==> src/rtl/instr_encoder_loader_pkg.sv <==
// instr_encoder_loader_pkg: request kinds, RV32I opcode/funct3 constants and loader FSM states
package instr_encoder_loader_pkg;
    typedef enum logic [1:0] {K_R = 2'b00, K_LW = 2'b01, K_SW = 2'b10, K_BEQ = 2'b11} kind_t;
    localparam logic [6:0] OP_R   = 7'b0110011;
    localparam logic [6:0] OP_LW  = 7'b0000011;
    localparam logic [6:0] OP_SW  = 7'b0100011;
    localparam logic [6:0] OP_BEQ = 7'b1100011;
    localparam logic [2:0] F3_LSW = 3'b010;
    localparam logic [2:0] F3_BEQ = 3'b000;
    typedef enum logic [1:0] {S_IDLE = 2'b00, S_LOAD = 2'b01, S_FULL = 2'b10} state_t;
endpackage

==> src/rtl/instr_encoder_loader_encode.sv <==
// rv32_instr_encode: combinational symbolic request -> RV32I word plus illegal-immediate flag
module rv32_instr_encode
    import instr_encoder_loader_pkg::*;
(
    input  logic [1:0]  kind,
    input  logic [2:0]  funct3,
    input  logic        f7_5,
    input  logic [4:0]  rd,
    input  logic [4:0]  rs1,
    input  logic [4:0]  rs2,
    input  logic [12:0] imm,
    output logic [31:0] word,
    output logic        illegal
);
    always_comb begin
        word = kind == K_R  ? {1'b0, f7_5, 5'b0, rs2, rs1, funct3, rd, OP_R} :
               kind == K_LW ? {imm[11:0], rs1, F3_LSW, rd, OP_LW} :
               kind == K_SW ? {imm[11:5], rs2, rs1, F3_LSW, imm[4:0], OP_SW} :
                              {imm[12], imm[10:5], rs2, rs1, F3_BEQ, imm[4:1], imm[11], OP_BEQ};
        // LW/SW immediates must fit 12 signed bits; branch offsets must be halfword aligned
        illegal = (kind == K_LW || kind == K_SW) ? imm[12] ^ imm[11] :
                  kind == K_BEQ ? imm[0] : 1'b0;
    end
endmodule

==> src/rtl/instr_encoder_loader.sv <==
// instr_encoder_loader: encodes instruction requests and streams them into instruction memory
module instr_encoder_loader
    import instr_encoder_loader_pkg::*;
#(
    parameter int ADDR_W = 8
) (
    input  logic              clk,
    input  logic              reset,
    input  logic              start,
    input  logic              finish,
    input  logic              req_valid,
    output logic              req_ready,
    input  logic [1:0]        req_kind,
    input  logic [2:0]        req_funct3,
    input  logic              req_f7_5,
    input  logic [4:0]        req_rd,
    input  logic [4:0]        req_rs1,
    input  logic [4:0]        req_rs2,
    input  logic [12:0]       req_imm,
    output logic              mem_we,
    input  logic              mem_ready,
    output logic [ADDR_W-1:0] mem_addr,
    output logic [31:0]       mem_wdata,
    output logic [ADDR_W:0]   count,
    output logic              busy,
    output logic              full,
    output logic              err,
    output logic              done
);
    state_t state, state_n;
    logic finish_pend, commit, last, accept, leave, illegal;
    logic [31:0] word;

    rv32_instr_encode u_enc (
        .kind(req_kind), .funct3(req_funct3), .f7_5(req_f7_5), .rd(req_rd),
        .rs1(req_rs1), .rs2(req_rs2), .imm(req_imm), .word(word), .illegal(illegal)
    );

    // mem_addr doubles as the write pointer; it advances only on commit
    always_comb begin
        commit    = mem_we & mem_ready;
        last      = mem_addr == {ADDR_W{1'b1}};
        req_ready = state == S_LOAD && !start && !finish_pend && (!mem_we || mem_ready) && !(mem_we && last);
        accept    = req_valid & req_ready;
        leave     = !start && state != S_IDLE && (finish || finish_pend) && !mem_we;
        state_n   = start ? S_LOAD :
                    leave ? S_IDLE :
                    (state == S_LOAD && commit && last) ? S_FULL : state;
        busy      = state != S_IDLE;
        full      = state == S_FULL;
    end

    always_ff @(posedge clk or posedge reset) begin
        if (reset) state <= S_IDLE;
        else state <= state_n;
    end

    always_ff @(posedge clk or posedge reset) begin
        if (reset) begin
            mem_we      <= 1'b0;
            mem_addr    <= '0;
            mem_wdata   <= '0;
            count       <= '0;
            err         <= 1'b0;
            done        <= 1'b0;
            finish_pend <= 1'b0;
        end else begin
            done <= leave;
            if (start) begin
                mem_we      <= 1'b0;
                mem_addr    <= '0;
                count       <= '0;
                err         <= 1'b0;
                finish_pend <= 1'b0;
            end else begin
                finish_pend <= leave ? 1'b0 : (finish_pend | (finish & busy));
                if (commit) begin
                    count <= count + 1'b1;
                    if (!last) mem_addr <= mem_addr + 1'b1;
                end
                if (accept && !illegal) begin
                    mem_we    <= 1'b1;
                    mem_wdata <= word;
                end else if (commit) mem_we <= 1'b0;
                if (accept && illegal) err <= 1'b1;
            end
        end
    end
endmodule

==> config.mk <==
export PLATFORM = sky130hd
export DESIGN_NAME = instr_encoder_loader
export DESIGN_NICKNAME = d
export VERILOG_FILES = /design/src/rtl/instr_encoder_loader_pkg.sv /design/src/rtl/instr_encoder_loader_encode.sv /design/src/rtl/instr_encoder_loader.sv
export SDC_FILE = /design/constraint.sdc
export NUM_CORES = 1
export LEC_CHECK = 0
export CORE_ASPECT_RATIO = 1.75
export CORE_MARGIN = 5
export CORE_UTILIZATION = 49
export DETAILED_ROUTE_END_ITERATION = 8
export PLACE_DENSITY = 0.85
export SYNTH_ARGS = -nofsm -noshare
export SYNTH_HDL_FRONTEND = slang
export SYNTH_HIERARCHICAL = 1
export SYNTH_SLANG_ARGS = --single-unit
==> constraint.sdc <==
create_clock -name clk -period 4.47 [get_ports clk]
set_clock_uncertainty 0.15 [all_clocks]
set_input_delay 0.6705 -clock clk [delete_from_list [all_inputs] [get_ports clk]]
set_output_delay 0.6705 -clock clk [all_outputs]
set_load 0.05 [all_outputs]
=== After elaboration in Yosys (flattened, before gate mapping) ===
Cells that the tools add are included.
W data, S select, Z words.

* Register bits after elaboration: 55
* Bits of input ports: 40
* Output and inout port bits: 55
* Word-level logic and storage cells: 71

* Add/subtract/negate cells: 2
* Equal/unequal tests: 7
* Mux-type cells: 20
* Bitwise operators: 6
* Reductions and logical operators: 28

{| class="wikitable"
|+ Operator list
! operator !! number
|-
| $mux W32 || 3
|-
| $mux W8 || 3
|-
| $mux W9 || 2
|-
| $logic_and A1 B1 Y1 || 12
|-
| $add A9 B1 Y9 const B || 1
|-
| $mux W1 || 9
|-
| $add A8 B1 Y8 const B || 1
|-
| $eq A8 B8 Y1 const B || 1
|-
| $eq A2 B2 Y1 const B || 3
|-
| $mux W2 || 3
|-
| $reduce_bool A2 Y1 || 3
|-
| $reduce_bool A3 Y1 || 2
|-
| $logic_not A1 Y1 || 5
|-
| $eq A2 B1 Y1 const B || 2
|-
| $reduce_and A2 Y1 || 2
|-
| $and A1 B1 Y1 || 3
|-
| $logic_or A1 B1 Y1 || 3
|-
| $logic_not A2 Y1 || 1
|-
| $ne A2 B2 Y1 const B || 1
|-
| $not A1 Y1 || 1
|-
| $or A1 B1 Y1 || 1
|-
| $xor A1 B1 Y1 || 1
|}

=== Logic depth before layout (Yosys ltp) ===
* Depth after elaboration: 9
* Gate-level depth with buffers: 6
* Depth with buffers taken out: 5

=== Modules after synthesis ===
Netlist, hierarchy kept.

{| class="wikitable"
|+ Modules (own cells, without submodules)
! module !! instances !! cells an instance !! area an instance (um^2) !! seq. area each (um^2)
|-
| instr_encoder_loader || 1 || 180 || 2,352.3 || 1,376.3
|-
| rv32_instr_encode || 1 || 49 || 466.7 || 0.0
|}

=== Worst setup path after synthesis ===
Ideal clock, no wire load.

* Path type: register to output
* Start: reg mem_addr[0]
* End: out req_ready
* Arrival time: 1.834 ns
* Data required time: 3.649 ns
* Setup slack: 1.816 ns
* Cell stages (with the launch flop): 5
* Buffers on the path: 0
* Cell sequence: dfrtp_1 -> ha_1 -> nand4_1 -> nor3_2 -> nor2_1

* Cells in the longest elaborated chain, start to end: 4

{| class="wikitable"
|+ Ends and longest elaborated chain
! what !! RTL line !! source
|-
| start, declared || instr_encoder_loader.sv:22 || <nowiki>output logic [ADDR_W-1:0] mem_addr,</nowiki>
|-
| start signal, assigned || instr_encoder_loader.sv:79 || <nowiki>if (!last) mem_addr <= mem_addr + 1'b1;</nowiki>
|-
| $eq A8 B8 Y1 || instr_encoder_loader.sv:42 || <nowiki>last = mem_addr == {ADDR_W{1'b1}};</nowiki>
|-
| $logic_and A1 B1 Y1 || instr_encoder_loader.sv:43 || <nowiki>req_ready = state == S_LOAD && !start && !finish_pend && (!mem_we || mem_ready) && !(mem_we && last);</nowiki>
|-
| $logic_not A1 Y1 || instr_encoder_loader.sv:43 ||
|-
| $logic_and A1 B1 Y1 || instr_encoder_loader.sv:43 ||
|-
| end, declared || instr_encoder_loader.sv:12 || <nowiki>output logic req_ready,</nowiki>
|}

Every way passes these cells.

=== Final worst setup path ===
* Start: in start
* End: out req_ready

* Cells in the longest elaborated chain, start to end: 5

{| class="wikitable"
|+ Ends and longest elaborated chain
! what !! RTL line !! source
|-
| start, declared || instr_encoder_loader.sv:9 || <nowiki>input logic start,</nowiki>
|-
| $logic_not A1 Y1 || instr_encoder_loader.sv:43 ||
|-
| $logic_and A1 B1 Y1 (4 in a row) || instr_encoder_loader.sv:43 ||
|}

Every way passes these cells.

==> flow_summary.ini <==
[run_status]
status = finished, final reports clean

[pwr]
power_density_mw_per_mm2 = 439.9
vdd_drop_max_mv = 0.2460
switching_share_pct = 39.62
comb_power_share_pct = 45.0
power_mw = 1.701
power.switching_mw = 0.6741
p_leak_nw = 1.663
internal_power_mw = 1.027
clock_power_share_pct = 17.2
power.sequential.fraction_pct = 37.8

[cts]
cts_inserted_buffers = 5
clkLatencyLatePin_ns = 0.30
cts_max_level = 2
post_cts.resized_instances = 0
tritoncts = done
cts_hold_buf = 0
cts_root_buffer = sky130_fd_sc_hd__clkbuf_8
cts_setup_buffers = 0
number_of_clock_sinks = 55
clkTransAtPathRegs_ns = 0.08
clockBufferDepth = 2

[critical_path]
setup.worst_path.start_class = input port
cp_max_fo = 22
ff2ff_path_depth = 6
reg_to_reg_start = mem_addr[0]$_DFFE_PP0P_
crit_type = in2out
regToRegEndpoint = mem_wdata[15]$_DFFE_PP0P_
endpoint_kind = output port
crit_path_cell_trace = clkdlybuf4s50_1 > buf_4 > nor4b_2 > nand2_1 > nor2_1 > clkdlybuf4s50_1
critical-path-slowest-cell = sky130_fd_sc_hd__clkdlybuf4s50_1
worst_path_most_repeated_cell = sky130_fd_sc_hd__clkdlybuf4s50_1
critical_path_arrival_ns = 2.65
data_required_time_at_the_worst_endpoint_ns = 3.65
timing.critical_path.slowest_cell_delay_ns = 0.82
reg2reg_setup_slack_ns = 2.12

[sta]
worst-slew-pin-transition_ns = 0.7236
final.setup.tns_ns = 0
timing.final.crit_period_ns = 3.471
final-hold-violation-count = 0
setup_viol = 0
fin_crit_sh_pct = 77.64
fmax_mhz = 288.1
setup_ws_ns = 0.9993
unrepaired_setup_endpoints_after_global_routing = false
slew_violations = 0
slew_headroom_pct = 51.69
finalHoldWorstSlack_ns = 0.3445

[route]
vias = 2066
detailedRoute.firstIterationViolations = 92
final_antenna_net_count = 0
routed_wire_length_per_instance_um = 16.30
route.detailed.vias_per_inst = 5.204
drc_errors = 0
detail_route.wirelength_mm = 6.471
drt_pass1_iterations = 4

[final_layout]
drive_gt1_share_pct = 19.31
numnets_final = 368
layout.filler_cells = 444
area_delta_synth_final_pct = 37.19
n_antenna_cell = 0

[grt]
pin_count_of_the_biggest_net_entering_global_routing = 36
number_of_antenna_violations_at_the_first_check_in_global_routing = 0
grt_pass1_vias = 2206
grt_pass1_wl_mm = 10.46
globalRouteOverflowTotal = 0
grt_use_total_pct = 18.60

[logic_synthesis]
total_of_warnings_raised_by_yosys = 6
synth.yosys.seq_area_share_pct = 48.82
synth_top_cells_by_count = sky130_fd_sc_hd__dfrtp_1 (55), sky130_fd_sc_hd__mux2_2 (34), sky130_fd_sc_hd__nor2_1 (15)
synth_largest_area_cell = sky130_fd_sc_hd__dfrtp_1
syn_avg_cell_area_um2 = 12.31
syn-cell-area_mm2 = 0.002819
netlist-cell-type-count = 46
synth_top_area_share_pct = 48.82
ys_ff_latch = 55
synth_top_flop_cell = sky130_fd_sc_hd__dfrtp_1
netlist_instances = 229
synth_enable_flop_cells = 0
synth.area.top_cells = sky130_fd_sc_hd__dfrtp_1 (49%), sky130_fd_sc_hd__mux2_2 (14%), sky130_fd_sc_hd__mux2_4 (5.3%), sky130_fd_sc_hd__ha_1 (3.6%), sky130_fd_sc_hd__xor2_1 (3.4%)
postSynth.asyncResetShare_pct = 100.0
synthMostInstantiatedCell = sky130_fd_sc_hd__dfrtp_1

[hold_path]
timing.hold.worst.class = reg2reg
min-delay-start = mem_wdata[3]$_DFFE_PP0P_
hold_path_end = mem_wdata[3]$_DFFE_PP0P_
worst_hold_path.num_cells = 1

[placed_design]
numPortBuffers = 94
total_half_perimeter_wirelength_after_legalization_and_detailed_placement_mm = 5.047
dpl_worst_slack_ns = 0.9913
gpl_wtd_cong = 0.8232

[die]
fp.dieW_um = 67.34
core_mm2 = 0.005585
die_area_mm2 = 0.007429
dieHeight_um = 110.3
ioPinCount = 95
initial_cell_density_of_the_core_pct = 50.47
floorplan.rows = 36

[job]
drv_cap = 0
## cell usage in the layout, fill, tap and decap left out, types with 7 or more instances in the layout
cell                               n
sky130_fd_sc_hd__nor2_1           15
sky130_fd_sc_hd__clkdlybuf4s50_1  94
sky130_fd_sc_hd__ha_1              8
sky130_fd_sc_hd__dfrtp_1          55
sky130_fd_sc_hd__xor2_1           11
sky130_fd_sc_hd__mux2_4           10
sky130_fd_sc_hd__nand4_1           7
sky130_fd_sc_hd__clkbuf_8          7
sky130_fd_sc_hd__nand2_1           9
sky130_fd_sc_hd__mux2_2           34
## cell families after synthesis
kind of cell | count (synthesis) | synth area share (%)
compound gates | 17 | 4.305
flops | 55 | 48.82
buf+inv | 23 | 5.370
simple gates | 63 | 13.32
xor+xnor | 14 | 4.350
mux | 47 | 20.02
other cells | 2 | 0.2664
fa+ha+maj | 8 | 3.551
## power groups by stage
stage | clock [mW] | combinational (mW) | sequential, mW
2_1_floorplan | 0 | 0.156 | 0.998
3_3_place_gp | 0 | 0.763 | 0.649
3_5_place_dp | 0 | 0.773 | 0.655
4_1_cts | 0.306 | 0.774 | 0.644
5_1_grt | 0.326 | 0.796 | 0.660
6_report | 0.292 | 0.766 | 0.643
## final cells by class
| class | instances | area [µm²] | share of cell area [%] |
|---|---|---|---|
| clock buffer | 8 | 100.1 | 2.588 |
| inverter | 7 | 26.28 | 0.6794 |
| multi-input combinational | 153 | 1299 | 33.58 |
| sequential | 55 | 1376 | 35.59 |
| tap | 76 | 95.09 | 2.459 |
| timing repair buffer | 98 | 970.9 | 25.11 |
## per-stage QoR
| step | instance area (µm²) | instances | util (%) |
|---|---|---|---|
| global route | 3867 | 397 | 69.24 |
| detailed placement | 3767 | 389 | 67.45 |
| finish | 3867 | 397 | 69.24 |
| global placement | 3767 | 389 | 67.45 |
| CTS | 3867 | 397 | 69.24 |
| floorplan | 2826 | 231 | - |
## critical path, delay by kind of cell
family,cells,cell delay [ns]
AND/OR/NAND/NOR,3,0.55
buffers and inverters,3,1.42
## how the worst max path moves through the flow
stage	end	startpoint	cells past startpoint	slack, ns
after floorplan	req_ready	mem_addr[0]$_DFFE_PP0P_	4	1.82
after global routing	req_ready	start	6	0.87
final	req_ready	start	6	1.0
after CTS	req_ready	start	6	0.98
after detailed placement	req_ready	start	6	0.99
after global placement	req_ready	start	6	1.06
## registers in the layout (all words and copies together), names as in the netlist
name,cells
count,9
done,1
err,1
finish_pend,1
mem_addr,8
mem_wdata,32
mem_we,1
state,2
## per-layer routing
metal | track usage, % | share of wire, %
met3 | 4.564 | 5.9
met2 | 33.50 | 55
met4 | 7.402 | 2.4
met5 | 0 | 0
met1 | 20.44 | 37
Power figures use the tool's default switching activity.
